[src/rtl/wb_pkg.sv]
// Shared definitions for the Wishbone burst master.
//   wb_state_e : burst FSM states (IDLE, WDAT, REQ, GAP)
//   WB_ADR_W   : default Wishbone address width
//   WB_DAT_W   : default Wishbone data width
package wb_pkg;

  localparam int WB_ADR_W = 12;
  localparam int WB_DAT_W = 8;

  typedef enum logic [1:0] {
    ST_IDLE = 2'd0,
    ST_WDAT = 2'd1,
    ST_REQ  = 2'd2,
    ST_GAP  = 2'd3
  } wb_state_e;

endpackage

[src/rtl/wb_burst_master_if.sv]
// Wishbone classic master/slave signal bundle for the burst master.
//   adr_o, we_o, stb_o, cyc_o, dat_o : driven by the master
//   dat_i, ack_i                     : driven by the slave
// Modports: master (drives the request side), slave (drives the response side).
interface wb_burst_master_if
  import wb_pkg::*;
#(
  parameter int ADR_W = WB_ADR_W,
  parameter int DAT_W = WB_DAT_W
) ();

  logic [ADR_W-1:0] adr_o;
  logic             we_o;
  logic             stb_o;
  logic             cyc_o;
  logic [DAT_W-1:0] dat_o;
  logic [DAT_W-1:0] dat_i;
  logic             ack_i;

  modport master (
    output adr_o, we_o, stb_o, cyc_o, dat_o,
    input  dat_i, ack_i
  );

  modport slave (
    input  adr_o, we_o, stb_o, cyc_o, dat_o,
    output dat_i, ack_i
  );

endinterface

[src/rtl/wb_timeout_cnt.sv]
// Ack timeout counter for the burst master (used only when
// WB_BURST_TIMEOUT_EN is defined).
//   clk_i    : clock
//   rst_i    : synchronous active-low reset
//   run_i    : master is in REQ waiting for ack; counter clears whenever low
//   ack_i    : Wishbone ack
//   expire_o : this REQ cycle is the TMO_CYC-th one without ack
module wb_timeout_cnt #(
  parameter int TMO_CYC = 255
) (
  input  logic clk_i,
  input  logic rst_i,
  input  logic run_i,
  input  logic ack_i,
  output logic expire_o
);

  localparam logic [7:0] TMO_LAST = 8'(TMO_CYC - 1);

  logic [7:0] cnt_q;

  always_ff @(posedge clk_i) begin
    if (!rst_i) begin
      cnt_q <= 8'd0;
    end else if (!run_i) begin
      cnt_q <= 8'd0;
    end else if (!ack_i) begin
      cnt_q <= cnt_q + 8'd1;
    end
  end

  // Flags the cycle whose edge would bring the count to TMO_CYC, so the
  // FSM's registered err lands exactly TMO_CYC cycles after stb_o rose.
  assign expire_o = run_i && !ack_i && (cnt_q == TMO_LAST);

endmodule

[src/rtl/wb_burst_master.sv]
// Wishbone burst master: accepts a burst command (start address, direction,
// 1..16 beats), streams write beats from wdat or returns read beats on rdat,
// and pulses done at the end. Every ack is followed by one stb_o-low GAP
// cycle so that a slave holding ack high is never counted twice.
// Optional feature: define WB_BURST_TIMEOUT_EN to abort a beat after TMO_CYC
// ack-less REQ cycles (err pulse); otherwise err is tied low.
// Ports:
//   clk_i, rst_i                : clock, synchronous active-low reset
//   cmd_valid/cmd_ready         : command handshake (cmd_adr, cmd_we, cmd_len)
//   wdat/wdat_valid/wdat_ready  : write beat stream
//   rdat/rdat_valid             : read beat output (one-cycle pulse per beat)
//   done, err                   : one-cycle completion / timeout pulses
//   wb                          : Wishbone master modport
module wb_burst_master
  import wb_pkg::*;
#(
  parameter int ADR_W   = WB_ADR_W,
  parameter int DAT_W   = WB_DAT_W,
  parameter int TMO_CYC = 255
) (
  input  logic              clk_i,
  input  logic              rst_i,
  input  logic              cmd_valid,
  output logic              cmd_ready,
  input  logic [ADR_W-1:0]  cmd_adr,
  input  logic              cmd_we,
  input  logic [3:0]        cmd_len,
  input  logic [DAT_W-1:0]  wdat,
  input  logic              wdat_valid,
  output logic              wdat_ready,
  output logic [DAT_W-1:0]  rdat,
  output logic              rdat_valid,
  output logic              done,
  output logic              err,
  wb_burst_master_if.master wb
);

  wb_state_e        state_q;
  logic [ADR_W-1:0] adr_q;
  logic [ADR_W-1:0] adr_d;
  logic             we_q;
  logic             stb_q;
  logic             cyc_q;
  logic [DAT_W-1:0] dat_q;
  logic [3:0]       len_q;
  logic [3:0]       beat_q;
  logic             cmd_ready_q;
  logic             wdat_ready_q;
  logic [DAT_W-1:0] rdat_q;
  logic             rdat_valid_q;
  logic             done_q;

  // Natural wrap at 2^ADR_W gives the required 0xFFF -> 0x000 rollover.
  assign adr_d = adr_q + ADR_W'(1);

`ifdef WB_BURST_TIMEOUT_EN
  logic err_q;
  logic tmo_expire;

  wb_timeout_cnt #(
    .TMO_CYC (TMO_CYC)
  ) u_timeout_cnt (
    .clk_i    (clk_i),
    .rst_i    (rst_i),
    .run_i    (state_q == ST_REQ),
    .ack_i    (wb.ack_i),
    .expire_o (tmo_expire)
  );

  assign err = err_q;
`else
  assign err = 1'b0;
`endif

  always_ff @(posedge clk_i) begin
    if (!rst_i) begin
      state_q      <= ST_IDLE;
      adr_q        <= '0;
      we_q         <= 1'b0;
      stb_q        <= 1'b0;
      cyc_q        <= 1'b0;
      dat_q        <= '0;
      len_q        <= 4'd0;
      beat_q       <= 4'd0;
      cmd_ready_q  <= 1'b0;
      wdat_ready_q <= 1'b0;
      rdat_q       <= '0;
      rdat_valid_q <= 1'b0;
      done_q       <= 1'b0;
`ifdef WB_BURST_TIMEOUT_EN
      err_q        <= 1'b0;
`endif
    end else begin
      rdat_valid_q <= 1'b0;
      done_q       <= 1'b0;
`ifdef WB_BURST_TIMEOUT_EN
      err_q        <= 1'b0;
`endif
      unique case (state_q)
        ST_IDLE: begin
          // cmd_ready rises one cycle after entering IDLE, so it can never
          // coincide with the done/err pulse of the previous burst.
          cmd_ready_q <= 1'b1;
          if (cmd_valid && cmd_ready_q) begin
            cmd_ready_q <= 1'b0;
            adr_q       <= cmd_adr;
            we_q        <= cmd_we;
            len_q       <= cmd_len;
            beat_q      <= 4'd0;
            cyc_q       <= 1'b1;
            if (cmd_we) begin
              state_q      <= ST_WDAT;
              wdat_ready_q <= 1'b1;
            end else begin
              state_q <= ST_REQ;
              stb_q   <= 1'b1;
            end
          end
        end

        ST_WDAT: begin
          if (wdat_valid && wdat_ready_q) begin
            dat_q        <= wdat;
            wdat_ready_q <= 1'b0;
            stb_q        <= 1'b1;
            state_q      <= ST_REQ;
          end
        end

        ST_REQ: begin
          if (wb.ack_i) begin
            stb_q   <= 1'b0;
            state_q <= ST_GAP;
            if (!we_q) begin
              rdat_q       <= wb.dat_i;
              rdat_valid_q <= 1'b1;
            end
`ifdef WB_BURST_TIMEOUT_EN
          end else if (tmo_expire) begin
            // Abort: remaining beats are discarded.
            stb_q   <= 1'b0;
            cyc_q   <= 1'b0;
            err_q   <= 1'b1;
            state_q <= ST_IDLE;
`endif
          end
        end

        ST_GAP: begin
          if (beat_q != len_q) begin
            beat_q <= beat_q + 4'd1;
            adr_q  <= adr_d;
            if (we_q) begin
              state_q      <= ST_WDAT;
              wdat_ready_q <= 1'b1;
            end else begin
              state_q <= ST_REQ;
              stb_q   <= 1'b1;
            end
          end else begin
            cyc_q   <= 1'b0;
            done_q  <= 1'b1;
            state_q <= ST_IDLE;
          end
        end

        default: state_q <= ST_IDLE;
      endcase
    end
  end

  assign cmd_ready  = cmd_ready_q;
  assign wdat_ready = wdat_ready_q;
  assign rdat       = rdat_q;
  assign rdat_valid = rdat_valid_q;
  assign done       = done_q;

  assign wb.adr_o = adr_q;
  assign wb.we_o  = we_q;
  assign wb.stb_o = stb_q;
  assign wb.cyc_o = cyc_q;
  assign wb.dat_o = dat_q;

endmodule

[src/flat_wrapper.sv]
// flat-port wrapper written by rule: the top's interface ports become plain ports
module wb_burst_master_flat import wb_pkg::*;
#(
  parameter int ADR_W   = WB_ADR_W,
  parameter int DAT_W   = WB_DAT_W,
  parameter int TMO_CYC = 255
)
  (clk_i, rst_i, cmd_valid, cmd_ready, cmd_adr, cmd_we, cmd_len, wdat, wdat_valid, wdat_ready, rdat, rdat_valid, done, err, wb_adr_o, wb_we_o, wb_stb_o, wb_cyc_o, wb_dat_o, wb_dat_i, wb_ack_i);
  wb_burst_master_if #(.ADR_W(ADR_W), .DAT_W(DAT_W)) wb_i ();
  input  logic clk_i;
  input  logic rst_i;
  input  logic cmd_valid;
  output logic cmd_ready;
  input  logic [ADR_W-1:0] cmd_adr;
  input  logic cmd_we;
  input  logic [3:0] cmd_len;
  input  logic [DAT_W-1:0] wdat;
  input  logic wdat_valid;
  output logic wdat_ready;
  output logic [DAT_W-1:0] rdat;
  output logic rdat_valid;
  output logic done;
  output logic err;
  output wire logic [$bits(wb_i.adr_o)-1:0] wb_adr_o;
  output wire logic [$bits(wb_i.we_o)-1:0] wb_we_o;
  output wire logic [$bits(wb_i.stb_o)-1:0] wb_stb_o;
  output wire logic [$bits(wb_i.cyc_o)-1:0] wb_cyc_o;
  output wire logic [$bits(wb_i.dat_o)-1:0] wb_dat_o;
  input wire logic [$bits(wb_i.dat_i)-1:0] wb_dat_i;
  input wire logic [$bits(wb_i.ack_i)-1:0] wb_ack_i;
  assign wb_adr_o = wb_i.adr_o;
  assign wb_we_o = wb_i.we_o;
  assign wb_stb_o = wb_i.stb_o;
  assign wb_cyc_o = wb_i.cyc_o;
  assign wb_dat_o = wb_i.dat_o;
  assign wb_i.dat_i = wb_dat_i;
  assign wb_i.ack_i = wb_ack_i;
  wb_burst_master #(.ADR_W(ADR_W), .DAT_W(DAT_W), .TMO_CYC(TMO_CYC)) u_core (.clk_i(clk_i), .rst_i(rst_i), .cmd_valid(cmd_valid), .cmd_ready(cmd_ready), .cmd_adr(cmd_adr), .cmd_we(cmd_we), .cmd_len(cmd_len), .wdat(wdat), .wdat_valid(wdat_valid), .wdat_ready(wdat_ready), .rdat(rdat), .rdat_valid(rdat_valid), .done(done), .err(err), .wb(wb_i));
endmodule
[config.mk]
export PLATFORM = sky130hd
export DESIGN_NAME = wb_burst_master_flat
export DESIGN_NICKNAME = d
export VERILOG_FILES = /design/src/rtl/wb_pkg.sv /design/src/rtl/wb_burst_master_if.sv /design/src/rtl/wb_timeout_cnt.sv /design/src/rtl/wb_burst_master.sv /design/src/flat_wrapper.sv
export SDC_FILE = /design/constraint.sdc
export NUM_CORES = 1
export LEC_CHECK = 0
export ABC_AREA = 1
export CAP_MARGIN = 40
export CORE_AREA = 2 2 73 75
export DETAILED_ROUTE_END_ITERATION = 8
export DIE_AREA = 0 0 75 77
export PLACE_DENSITY = 0.75
export REMOVE_ABC_BUFFERS = 1
export SKIP_LAST_GASP = 1
export SYNTH_ARGS = -nofsm -noshare
export SYNTH_HDL_FRONTEND = slang
export SYNTH_SLANG_ARGS = --single-unit
[constraint.sdc]
create_clock -name clk_i -period 1.9 [get_ports clk_i]
set_input_delay 0.475 -clock clk_i [delete_from_list [all_inputs] [get_ports clk_i]]
set_output_delay 0.475 -clock clk_i [all_outputs]
set_load 0.02 [all_outputs]
==> results_dict.tcl <==
set metrics [dict create \
    root_buffer "clkbuf_8" \
    cp_top_family "buffers and inverters" \
    grt_pass1_wl_um 9090 \
    io_pins 74 \
    synth_xor_area_share_pct 1.59 \
    htreeDepth 2 \
    netlist-cell-type-count 31 \
    timing.fmax_mhz 545 \
    clock_latency_ns 0.29 \
    path_max_fanout 6 \
    ys.flop_type "dfxtp_1" \
    finalHoldViolCount 0 \
    dr.pass1.iters 4 \
    dieHeight_um 77 \
    num_antenna_cells 0 \
    crit_chain "clkdlybuf4s50_1" \
    setup_tns_ns 0 \
    worst_path_largest_cell_delay_ns 0.64 \
    grt_pass1_vias 2063 \
    regToRegStartpoint "u_core.wb.adr_o[0]$_SDFFE_PN0P_" \
    rsz0062_at_grt "false" \
    fillers 443 \
    tightest_slew_ns 0.625 \
    cp-start-kind "flip-flop" \
    ys_seq_area_share_pct 40.9 \
    slew_headroom_pct 58.3 \
    clockBufferDepth 2 \
    postCtsHoldBufs 0 \
    ys_warn_count 0 \
    initial_utilization_pct 44.3 \
    slew_violations 0 \
    synth_common_cells "nand2_1, nor2_1, dfxtp_1, o21ai_0, inv_1" \
    cp_num_buf_inv 1 \
    finClkSkew_ns 0.00621 \
    numCtsBuffers 5 \
    place.gp.congestion 0.848 \
    synth_area_sq_mm 0.00220 \
    hold_start "u_core.wb.stb_o$_SDFFE_PN0P_" \
    min_period_over_period_pct 96.6 \
    syn_inst 320 \
    peakVddDrop_uv 619 \
    synth_edf_count 0 \
    hpwl_um 3890 \
    hold_path_class "reg -> reg" \
    wl_per_cell_um 11.4 \
    synth_mux_area_share_pct 0 \
    synth_most_common_cell "nand2_1" \
    finalPower_uw 3160 \
    die_w_um 75 \
    drt-total-wl_um 5340 \
    avgSynthCellArea_sq_um 6.89 \
    synth_top_area_cell "dfxtp_1" \
    viasPerCell 4.72 \
    powerDensity_mw_per_mm2 1020 \
    end_kind "output pin" \
    antenna_left 0 \
    vias 2202 \
    max_cap_violations 0 \
    row_count 26 \
    critPathRequiredTime_ns 1.42 \
    status "completed" \
    grt_max_degree 17 \
    grt.overflow.total 0 \
    path_clk_slew_ns 0.08 \
    cts_setup_buffers 0 \
    cts_tree "built" \
    coreArea_sq_mm 0.00498 \
    fin_crit_ns 1.83 \
    synth_compound_area_share_pct 14.0 \
    antenna_found_initial 0 \
    synthAdderAreaFrac_pct 1.14 \
    drcViolationCount 0 \
    syn2layout_area_growth_pct 40.4 \
    cts.sinks 45 \
    ys_async_sr_fraction_pct 0 \
    synth_top_family_by_area "simple AND/OR/NAND/NOR gates" \
    io_buffers 72 \
    drive_gt1_share_pct 11.3 \
    synth-seq-cells 45 \
    num-nets-final 437 \
    crit_slowest_cell "clkdlybuf4s50_1" \
    drt_iter0_drc 102 \
    arrival_ns 1.36 \
    synth_top_area_share_pct 40.9 \
    leakagePower_uw 0.00129 \
    track_usage_pct 19.7 \
    dieArea_sq_mm 0.00578 \
    synth_area_leaders "dfxtp_1, nand2_1, nor2_1, o21ai_0, nand3_1" \
    crit_type "reg -> out" \
    setup_viol 0 \
    crit_path_start "u_core.wb.adr_o[0]$_SDFFE_PN0P_" \
    yosys.area_share.simple_pct 33.9 \
]
==> state kept, by name, summed over array words and instances, names as in the netlist <==
signal             cells
u_core.state_q         2
u_core.len_q           4
u_core.wb.we_o         1
u_core.rdat            8
u_core.wb.dat_o        8
u_core.wb.adr_o       12
u_core.cmd_ready       1
u_core.rdat_valid      1
u_core.wb.stb_o        1
u_core.wb.cyc_o        1
u_core.done            1
u_core.wdat_ready      1
u_core.beat_q          4
==> worst paths after layout <==
kind | endpoint | slack [ns] | cells past startpoint
max | wb_adr_o[0] | 0.07 | 1
min | u_core.wb.stb_o$_SDFFE_PN0P_ | 0.45 | 2
max reg2reg | u_core.wb.adr_o[10]$_SDFFE_PN0P_ | 0.29 | 8
min reg2reg | u_core.wb.stb_o$_SDFFE_PN0P_ | 0.45 | 2
==> layout by cell type, fill, tap and decap left out, types with 2 or more instances in the layout <==
| cell type | instances |
|---|---|
| buf_4 | 7 |
| or2_2 | 2 |
| nand3_1 | 19 |
| nor2_2 | 3 |
| ha_1 | 2 |
| nand2_1 | 74 |
| o21ai_0 | 34 |
| nand2_2 | 8 |
| xnor2_1 | 2 |
| a21oi_2 | 5 |
| dfxtp_1 | 45 |
| inv_1 | 20 |
| a21oi_1 | 16 |
| nor2_1 | 59 |
| xor2_1 | 2 |
| clkdlybuf4s50_1 | 70 |
| clkbuf_8 | 6 |
| nand2_4 | 2 |
| nand4_1 | 2 |
| dlymetal6s2s_1 | 2 |
| inv_2 | 8 |
==> cell type report <==
class / instances / area [sq um] / share of cell area [%]
multi-input cells: 236 / 1120 / 36.2
flip-flops and latches: 45 / 901 / 29.1
repair buffers: 79 / 778 / 25.2
inverters: 30 / 120 / 3.88
well taps: 70 / 87.6 / 2.83
clock buffers: 7 / 86.3 / 2.79
==> through the flow <==
| stage | setup slack, ns | instance area, sq um | std cells | util (%) | hold slack [ns] |
|---|---|---|---|---|---|
| final | 0.0651 | 3090 | 467 | 62.2 | 0.454 |
| after global routing | 0.0145 | 3090 | 467 | 62.2 | 0.480 |
| after CTS | 0.00213 | 3090 | 467 | 62.1 | 0.463 |
| after detailed placement | 0.0237 | 3000 | 460 | 60.3 | 0.449 |
| after global placement | 0.0626 | 3000 | 460 | 60.3 | 0.442 |
| after floorplan | 0.379 | 2140 | 311 | - | 0.443 |
==> metal layers <==
metal	global-route usage, %	vias to the layer above	part of all wire, %
li1	-	1164	-
met1	25.6	962	46
met2	30.3	70	44
met3	8.28	6	9.0
met4	4.11	0	0.71
met5	0	-	0
==> cells by family (layout without fill, tap and decap cells) <==
logic type / after synthesis / in the layout
simple gates: 172 / 172
other cells: 1 / 1
compound gates: 57 / 57
xor+xnor: 4 / 4
fa+ha+maj: 2 / 2
buf+inv: 39 / 116
flops: 45 / 45
==> power by group <==
part	internal (uW)	leakage, uW	switching, uW
sequential	1120	0.000366	161
clock	289	0.0000443	304
combinational	561	0.000884	734
==> what timing repair did <==
item,in CTS,in global routing
endpoints found under the hold margin,0,0
resized for setup,0,2
endpoints found under the setup margin,0,2
Note: power is estimated with default switching activity, not from simulation.
